## config.mk

```make
export PLATFORM = sky130hd
export DESIGN_NAME = fifo_wr_arbiter
export DESIGN_NICKNAME = d
export VERILOG_FILES = /design/src/rtl/fifo_wr_arbiter.sv
export SDC_FILE = /design/constraint.sdc
export NUM_CORES = 1
export LEC_CHECK = 0
export CAP_MARGIN = 20
export CORE_ASPECT_RATIO = 0.8
export CORE_UTILIZATION = 32
export CTS_CLUSTER_DIAMETER = 60
export DETAILED_ROUTE_END_ITERATION = 10
export PLACE_DENSITY = 0.84
export SLEW_MARGIN = 20
export SYNTH_ARGS = -nofsm -noshare
export SYNTH_HDL_FRONTEND = slang
export SYNTH_SLANG_ARGS = --single-unit
```

## constraint.sdc

```tcl
create_clock -name clk -period 3.3 [get_ports clk]
set_clock_uncertainty 0.2 [all_clocks]
set_input_delay 0.99 -clock clk [delete_from_list [all_inputs] [get_ports clk]]
set_output_delay 0.99 -clock clk [all_outputs]
set_load 0.02 [all_outputs]
```

## src/rtl/fifo_wr_arbiter.sv

```systemverilog
// rtl/fifo_wr_arbiter.sv - round-robin arbiter sharing one fifo write port among NUM_REQ producers
// Optional burst lock (grant held until req_last or MAX_BURST words) enabled by GRANT_LOCK_EN.
module fifo_wr_arbiter #(
  parameter int NUM_REQ    = 4,
  parameter int DATA_WIDTH = 8,
  parameter int MAX_BURST  = 16,
  localparam int GW        = (NUM_REQ > 1) ? $clog2(NUM_REQ) : 1
) (
  input  logic                          clk,
  input  logic                          rst,
  input  logic [NUM_REQ-1:0]            req_valid,
  input  logic [NUM_REQ-1:0]            req_last,
  input  logic [NUM_REQ*DATA_WIDTH-1:0] req_data,
  output logic [NUM_REQ-1:0]            req_ready,
  input  logic                          fifo_full,
  output logic                          fifo_wr_en,
  output logic [DATA_WIDTH-1:0]         fifo_data_in,
  output logic [GW-1:0]                 grant_id,
  output logic                          busy
);

  typedef enum logic {IDLE, GRANT} state_t;

  state_t          state, next_state;
  logic [GW-1:0]   last_grant;
  logic [GW-1:0]   base;
  logic [GW-1:0]   winner;
  logic            found;
  logic            accept;
  logic            rel;

  // Rotation starts after the current owner in GRANT, so the owner only re-wins when alone.
  always_comb begin
    base   = (state == GRANT) ? grant_id : last_grant;
    found  = 1'b0;
    winner = '0;
    for (int k = 1; k <= NUM_REQ; k++) begin
      int idx;
      idx = int'(base) + k;
      if (idx >= NUM_REQ) idx = idx - NUM_REQ;
      if (!found && req_valid[idx[GW-1:0]]) begin
        found  = 1'b1;
        winner = idx[GW-1:0];
      end
    end
  end

  assign accept = (state == GRANT) && req_valid[grant_id] && !fifo_full;

`ifdef GRANT_LOCK_EN
  localparam int BW = $clog2(MAX_BURST) + 1;
  logic [BW-1:0] burst_cnt;

  assign rel = accept && (req_last[grant_id] || (burst_cnt == BW'(MAX_BURST - 1)));

  always_ff @(posedge clk or posedge rst) begin
    if (rst) begin
      burst_cnt <= '0;
    end else if (state != GRANT || rel) begin
      burst_cnt <= '0;
    end else if (accept) begin
      burst_cnt <= burst_cnt + 1'b1;
    end
  end
`else
  logic unused_last;
  assign unused_last = ^req_last;
  assign rel = accept || !req_valid[grant_id];
`endif

  always_ff @(posedge clk or posedge rst) begin
    if (rst) begin
      state      <= IDLE;
      grant_id   <= '0;
      last_grant <= GW'(NUM_REQ - 1);
    end else begin
      state <= next_state;
      if (state == IDLE) begin
        if (found) grant_id <= winner;
      end else if (rel) begin
        last_grant <= grant_id;
        if (found) grant_id <= winner;
      end
    end
  end

  always_comb begin
    next_state = state;
    case (state)
      IDLE:    if (found) next_state = GRANT;
      GRANT:   if (rel && !found) next_state = IDLE;
      default: next_state = IDLE;
    endcase
  end

  always_comb begin
    req_ready    = '0;
    fifo_wr_en   = 1'b0;
    busy         = (state == GRANT);
    fifo_data_in = req_data[grant_id*DATA_WIDTH +: DATA_WIDTH];
    if (state == GRANT) begin
      req_ready[grant_id] = !fifo_full;
      fifo_wr_en          = accept;
    end
  end

endmodule
```

==> results_dict.tcl, run 1 <==
set metrics [dict create \
    drive_gt1_share_pct 39.32 \
    setup_tns_ns 0 \
    max_slew_margin_pct 73.23 \
    required_ns 2.11 \
    crit_path_end_kind "output port" \
    syn_area_um2 629.4 \
    multi_input_area_um2 461.7 \
    clock.fmax_mhz 310.1 \
    final_common_cell "clkdlybuf4s50_1" \
    final_cell_mix "clkdlybuf4s50_1, buf_2, buf_4, mux4_2" \
    htreeDepth 1 \
    dr.pass1.iters 4 \
    async_reset_ff_share_pct 100.0 \
    startpoint "req_data[30]" \
    routed_wl_um 2293 \
    initial_utilization_pct 36.50 \
    pin_count 59 \
    cts_made_buffers 3 \
    r2r_setup_slack_ns 1.43 \
    overflow 0 \
    synth_top_cells_by_area "mux4_2, dfrtp_1, dfstp_2, mux2_4, mux2i_1" \
    num_rows 13 \
    synth.mux.area_fraction_pct 40.16 \
    synth.ff_latch_count 5 \
    synth_flop_cell "dfrtp_1" \
    fillers 144 \
    hold_violations 0 \
    synth_compound_area_share_pct 13.32 \
    yosysTopAreaCell "mux4_2" \
    hold_path_class "flop to flop" \
    cp_data_arrival_time_ns 2.03 \
    coreArea_um2 1724 \
    holdWs_ns 0.4401 \
    grt_antenna_before_repair 0 \
    post-dp-hpwl_um 1858 \
    syn_area_per_cell_um2 11.44 \
    gp_congestion 0.7954 \
    synth_edf_count 0 \
    register_area_um2 127.6 \
    grt_max_degree 19 \
    cts_tree "built" \
    syn_nets 98 \
    yosys.cell_types.count 31 \
    cp_max_fo 1 \
    cts_buffer_depth 2 \
    yosysSeqAreaShare_pct 20.28 \
    die_area_um2 2149 \
    track_usage_pct 23.63 \
    synth_xor_area_share_pct 0 \
    setup_ws_ns 0.07540 \
    finalCritPeriodShare_pct 97.72 \
    drv_slew 0 \
    rsz0062_at_grt "false" \
    maxCapViolations 0 \
    synthDominantCellAreaShare_pct 32.21 \
    clk_latency_ns 0.25 \
    cts_setup_buffers 0 \
    synthSimpleGateAreaFrac_pct 19.88 \
    min_from "last_grant[1]" \
    period_needed_ns 3.225 \
    first_global_vias 750 \
    clk_pin_slew_worst_paths_ns 0.05 \
    final_core_util_pct 69.30 \
    via_count 720 \
    fin_nets 161 \
    drc_errors 0 \
    cp_cell_sequence "clkdlybuf4s50_1 > mux4_2 > buf_2" \
    cts_root_buf "clkbuf_4" \
    synth_cells 55 \
    syn_to_final_growth_pct 89.86 \
    synth_top_family_by_area "multiplexers" \
    die_w_um 51.58 \
    synth_fa_ha_area_share_pct 0 \
    cts.sinks 5 \
    ant_nets 0 \
    power_density_nw_per_um2 690.9 \
    dieHeight_um 41.67 \
    status "completed" \
    wl_per_cell_um 16.50 \
    total_leakage_power_nw 0.5083 \
    worst-setup-path-type "input pin to output port" \
    via_per_inst 5.180 \
    setup_viol 0 \
    drt_iter0_markers 17 \
    timing.rr.start "grant_id[1]" \
    diodes 0 \
    dp_slack_ns -0.4794 \
    peakVddDrop_mv 0.6022 \
    yosysWarnings 0 \
    portBuffers 54 \
    slowest_stage "mux4_2" \
    grt_pass1_wl_um 3698 \
    worst_pin_slew_ns 0.4015 \
    cp-start-kind "input pin" \
    slowest_delay_ns 0.46 \
]
worst paths after layout:
kind,depth (start not counted),endpoint
max reg2reg,5,grant_id[0]
max in group asynchronous,2,last_grant[1]
max,3,fifo_data_in[6]
min reg2reg,1,last_grant[1]
min,1,last_grant[1]
min in group asynchronous,2,grant_id[0]
per-layer routing:
layer  vias up  GRT usage (%)  part of all wire (%)
met5         -              0                     0
met4         0          9.730                   1.7
met3         4          8.791                    12
met2        42          38.18                    45
met1       332          27.92                    42
li1        342              -                     -
through the flow:
stage	cells	instance area [µm²]	total power, mW
6_report	139	1195	0.8256
5_1_grt	139	1195	0.8746
4_1_cts	139	1224	0.8477
2_1_floorplan	55	629.4	0.5597
3_5_place_dp	135	1236	0.8239
3_3_place_gp	135	1236	0.8120
report_power, final:
group	switching, mW	internal (mW)	total (mW)
registers	0.0443	0.0970	0.141
logic	0.289	0.321	0.610
clock network	0.0286	0.0459	0.0745
total	0.362	0.463	0.826
kinds of logic (layout without fill, tap and decap cells):
| family | Yosys count | count (layout) |
|---|---|---|
| AND/OR/NAND/NOR | 20 | 20 |
| multiplexers | 13 | 13 |
| AO/OA/AOI/OAI | 9 | 9 |
| flip-flops | 5 | 5 |
| buffers and inverters | 8 | 70 |
sequential cells by signal (all words and copies together) (netlist names):
register / count
last_grant: 2
busy: 1
grant_id: 2
synthesized netlist by cell type (all sizes together) (3+ instances only):
cell type,number
buf,4
dfrtp,3
inv,3
mux4,9
nand2,3
nor2,5
nor3,3
cell type report:
class	instances	area share (%)
clock buffers	4	2.199
flip-flops and latches	5	10.68
repair buffers	63	45.24
inverters	3	0.9424
well taps	22	2.304
multi-input cells	42	38.64
repair_timing:
action,CTS,global route
hold buffers,0,0
endpoints found under the setup margin,13,5
gates resized for setup,52,6
critical path: cells and delay by family:
family                 cells  cell delay [ns]
buffers and inverters      2             0.58
muxes                      1             0.46
(Power assumes the default switching activity.)
==> inputs of run 2 (changes only) <==
- SKIP_LAST_GASP: not set -> 1
==> results of run 2 <==
Final layout, timing and power as in run 1 (identical DEF).
==> inputs of run 3 (changes only) <==
--- a/config.mk
+++ b/config.mk
@@ -10,2 +10,3 @@
 export CORE_UTILIZATION = 32
+export CTS_BUF_LIST = sky130_fd_sc_hd__clkbuf_16
 export CTS_CLUSTER_DIAMETER = 60
==> constraint.sdc (replaced) <==
create_clock -name clk -period 3.3 [get_ports clk]
set_clock_uncertainty 0.2 [all_clocks]
set_input_delay 0.825 -clock clk [delete_from_list [all_inputs] [get_ports clk]]
set_output_delay 0.825 -clock clk [all_outputs]
set_load 0.02 [all_outputs]
==> run 3 against run 2 <==
Cell area grew 10%. Combinational power grew 10%. Wire length grew 8.5%. Sequential cell count is the same. Hold slack lost 0.014 ns. Sequential share of layout area shrank 1.0 points. Clock power grew to 2.7 times the previous value. Critical path type unchanged. Critical endpoint is now fifo_data_in[7]. Largest cell class unchanged. Largest power group unchanged.
==> results_dict.tcl, run 3 (same netlist as run 1, synthesis figures left out) <==
set metrics [dict create \
    cts_tree "built" \
    worst_pin_slew_ns 0.4352 \
    cp_max_fo 1 \
    hold-path-cell-count 1 \
    maxCapViolations 0 \
    status "completed" \
    post-dp-hpwl_um 2029 \
    cp_data_arrival_time_ns 2.25 \
    slowest_stage "clkdlybuf4s50_1" \
    cts_buffer_depth 2 \
    dieHeight_um 41.67 \
    ant_nets 0 \
    critPathBufInv 2 \
    drt_iter0_markers 18 \
    crit_path_end_kind "output port" \
    placed_cells 136 \
    period_needed_ns 3.280 \
    finalCritPeriodShare_pct 99.38 \
    diodes 0 \
    final_core_util_pct 76.49 \
    die_w_um 51.58 \
    r2r-end "grant_id[0]" \
    via_per_inst 5.500 \
    die_area_um2 2149 \
    timing.rr.start "grant_id[1]" \
    cts.sinks 5 \
    pin_count 59 \
    track_usage_pct 24.87 \
    grt_pass1_wl_um 3857 \
    slowest_delay_ns 0.55 \
    cts-hold-fix-buffers 0 \
    cts_root_buf "clkbuf_16" \
    setup_viol 0 \
    overflow 0 \
    clk_latency_ns 0.23 \
    cp-start-kind "input pin" \
    dr.pass1.iters 4 \
    hold_path_class "flop to flop" \
    fillers 120 \
    clk_pin_slew_worst_paths_ns 0.04 \
    drive_gt1_share_pct 29.66 \
    finalPower_mw 1.022 \
    grt_antenna_before_repair 0 \
    final_common_cell "clkdlybuf4s50_1" \
    syn_to_final_growth_pct 109.5 \
    placed_area_um2 1244 \
    cp.depth 3 \
    required_ns 2.27 \
    wl_per_cell_um 17.78 \
    htreeDepth 1 \
    grt_max_degree 12 \
    cpMostUsedCell "clkdlybuf4s50_1" \
    coreArea_um2 1724 \
    first_global_vias 751 \
    drc_errors 0 \
    cp_cell_sequence "clkdlybuf4s50_1 > mux4_2 > clkdlybuf4s50_1" \
    fin_nets 162 \
    min_from "grant_id[0]" \
    peakVddDrop_mv 0.6849 \
    multi_input_area_um2 461.7 \
    finalNonFillerCells 140 \
    via_count 770 \
    routed_wl_um 2489 \
    initial_utilization_pct 36.50 \
    total_leakage_power_nw 0.5563 \
    r2r_cells 5 \
    final_cell_area_um2 1319 \
    hold_violations 0 \
    cts_made_buffers 3 \
    portBuffers 54 \
    num_rows 13 \
    worst-setup-path-type "input pin to output port" \
    clock.fmax_mhz 304.9 \
    rsz0062_at_grt "false" \
    min_to "grant_id[0]" \
    drv_slew 0 \
    register_area_um2 127.6 \
    r2r_setup_slack_ns 1.41 \
    cpLargestDelayFamily "buffers and inverters" \
    gp_congestion 0.7692 \
    max_slew_margin_pct 70.99 \
    final_cell_mix "clkdlybuf4s50_1, buf_4, mux4_2, dlygate4sd2_1, nor2_1" \
    power_density_nw_per_um2 775.2 \
]
-- run 3: cell count changes in the layout (fill, tap and decap cells not counted) --
cell,before,now
clkbuf_2,2,0
clkbuf_1,1,0
dlymetal6s2s_1,0,1
dlygate4sd2_1,4,6
buf_2,10,0
clkbuf_4,3,0
clkdlybuf4s50_1,37,47
clkbuf_16,0,3
clkinv_2,0,1
-- run 3: stage by stage --
stage / hold WS, ns / setup TNS, ns / worst slack [ns]
5_1_grt: 0.4479 / 0 / 0.006855
3_5_place_dp: 0.4163 / -0.2013 / -0.1425
2_1_floorplan: 0.4021 / 0 / 0.6407
4_1_cts: 0.4251 / 0 / 0.02193
3_3_place_gp: 0.4213 / -0.1270 / -0.1226
6_report: 0.4256 / 0 / 0.02030
-- run 3: worst max-delay path by stage --
stage	start	to	slack [ns]
CTS	req_data[28]	fifo_data_in[4]	0.02
detailed placement	req_valid[1]	fifo_wr_en	-0.14
global route	req_data[7]	fifo_data_in[7]	0.007
floorplan	grant_id[1]	req_ready[2]	0.64
global placement	req_valid[3]	fifo_wr_en	-0.12
finish	req_data[7]	fifo_data_in[7]	0.02
-- run 3: repair_timing --
action,CTS,global route
endpoints found under the setup margin,6,1
resized for setup,6,1
setup buffers,0,0
-- run 3: layer usage --
metal / wire length [µm] / up-vias / GRT usage (%)
met3: 276 / 2 / 6.960
met1: 1029 / 387 / 31.19
met4: 14 / 0 / 8.108
met2: 1168 / 38 / 40.78
met5: 0 / - / 0
li1: - / 343 / -
-- run 3: area by class of cell --
type,count,share of cell area [%]
well taps,22,2.087
clock buffers,3,5.693
inverters,3,0.8539
multi-input cells,42,35.01
flip-flops and latches,5,9.677
repair buffers,64,46.30
clock inverters,1,0.3795
-- run 3: report_power, final --
part	total, mW	switching (mW)	internal, mW
Combinational	0.671	0.291	0.381
Sequential	0.150	0.0525	0.0971
Clock	0.202	0.0429	0.159
Total	1.02	0.386	0.636
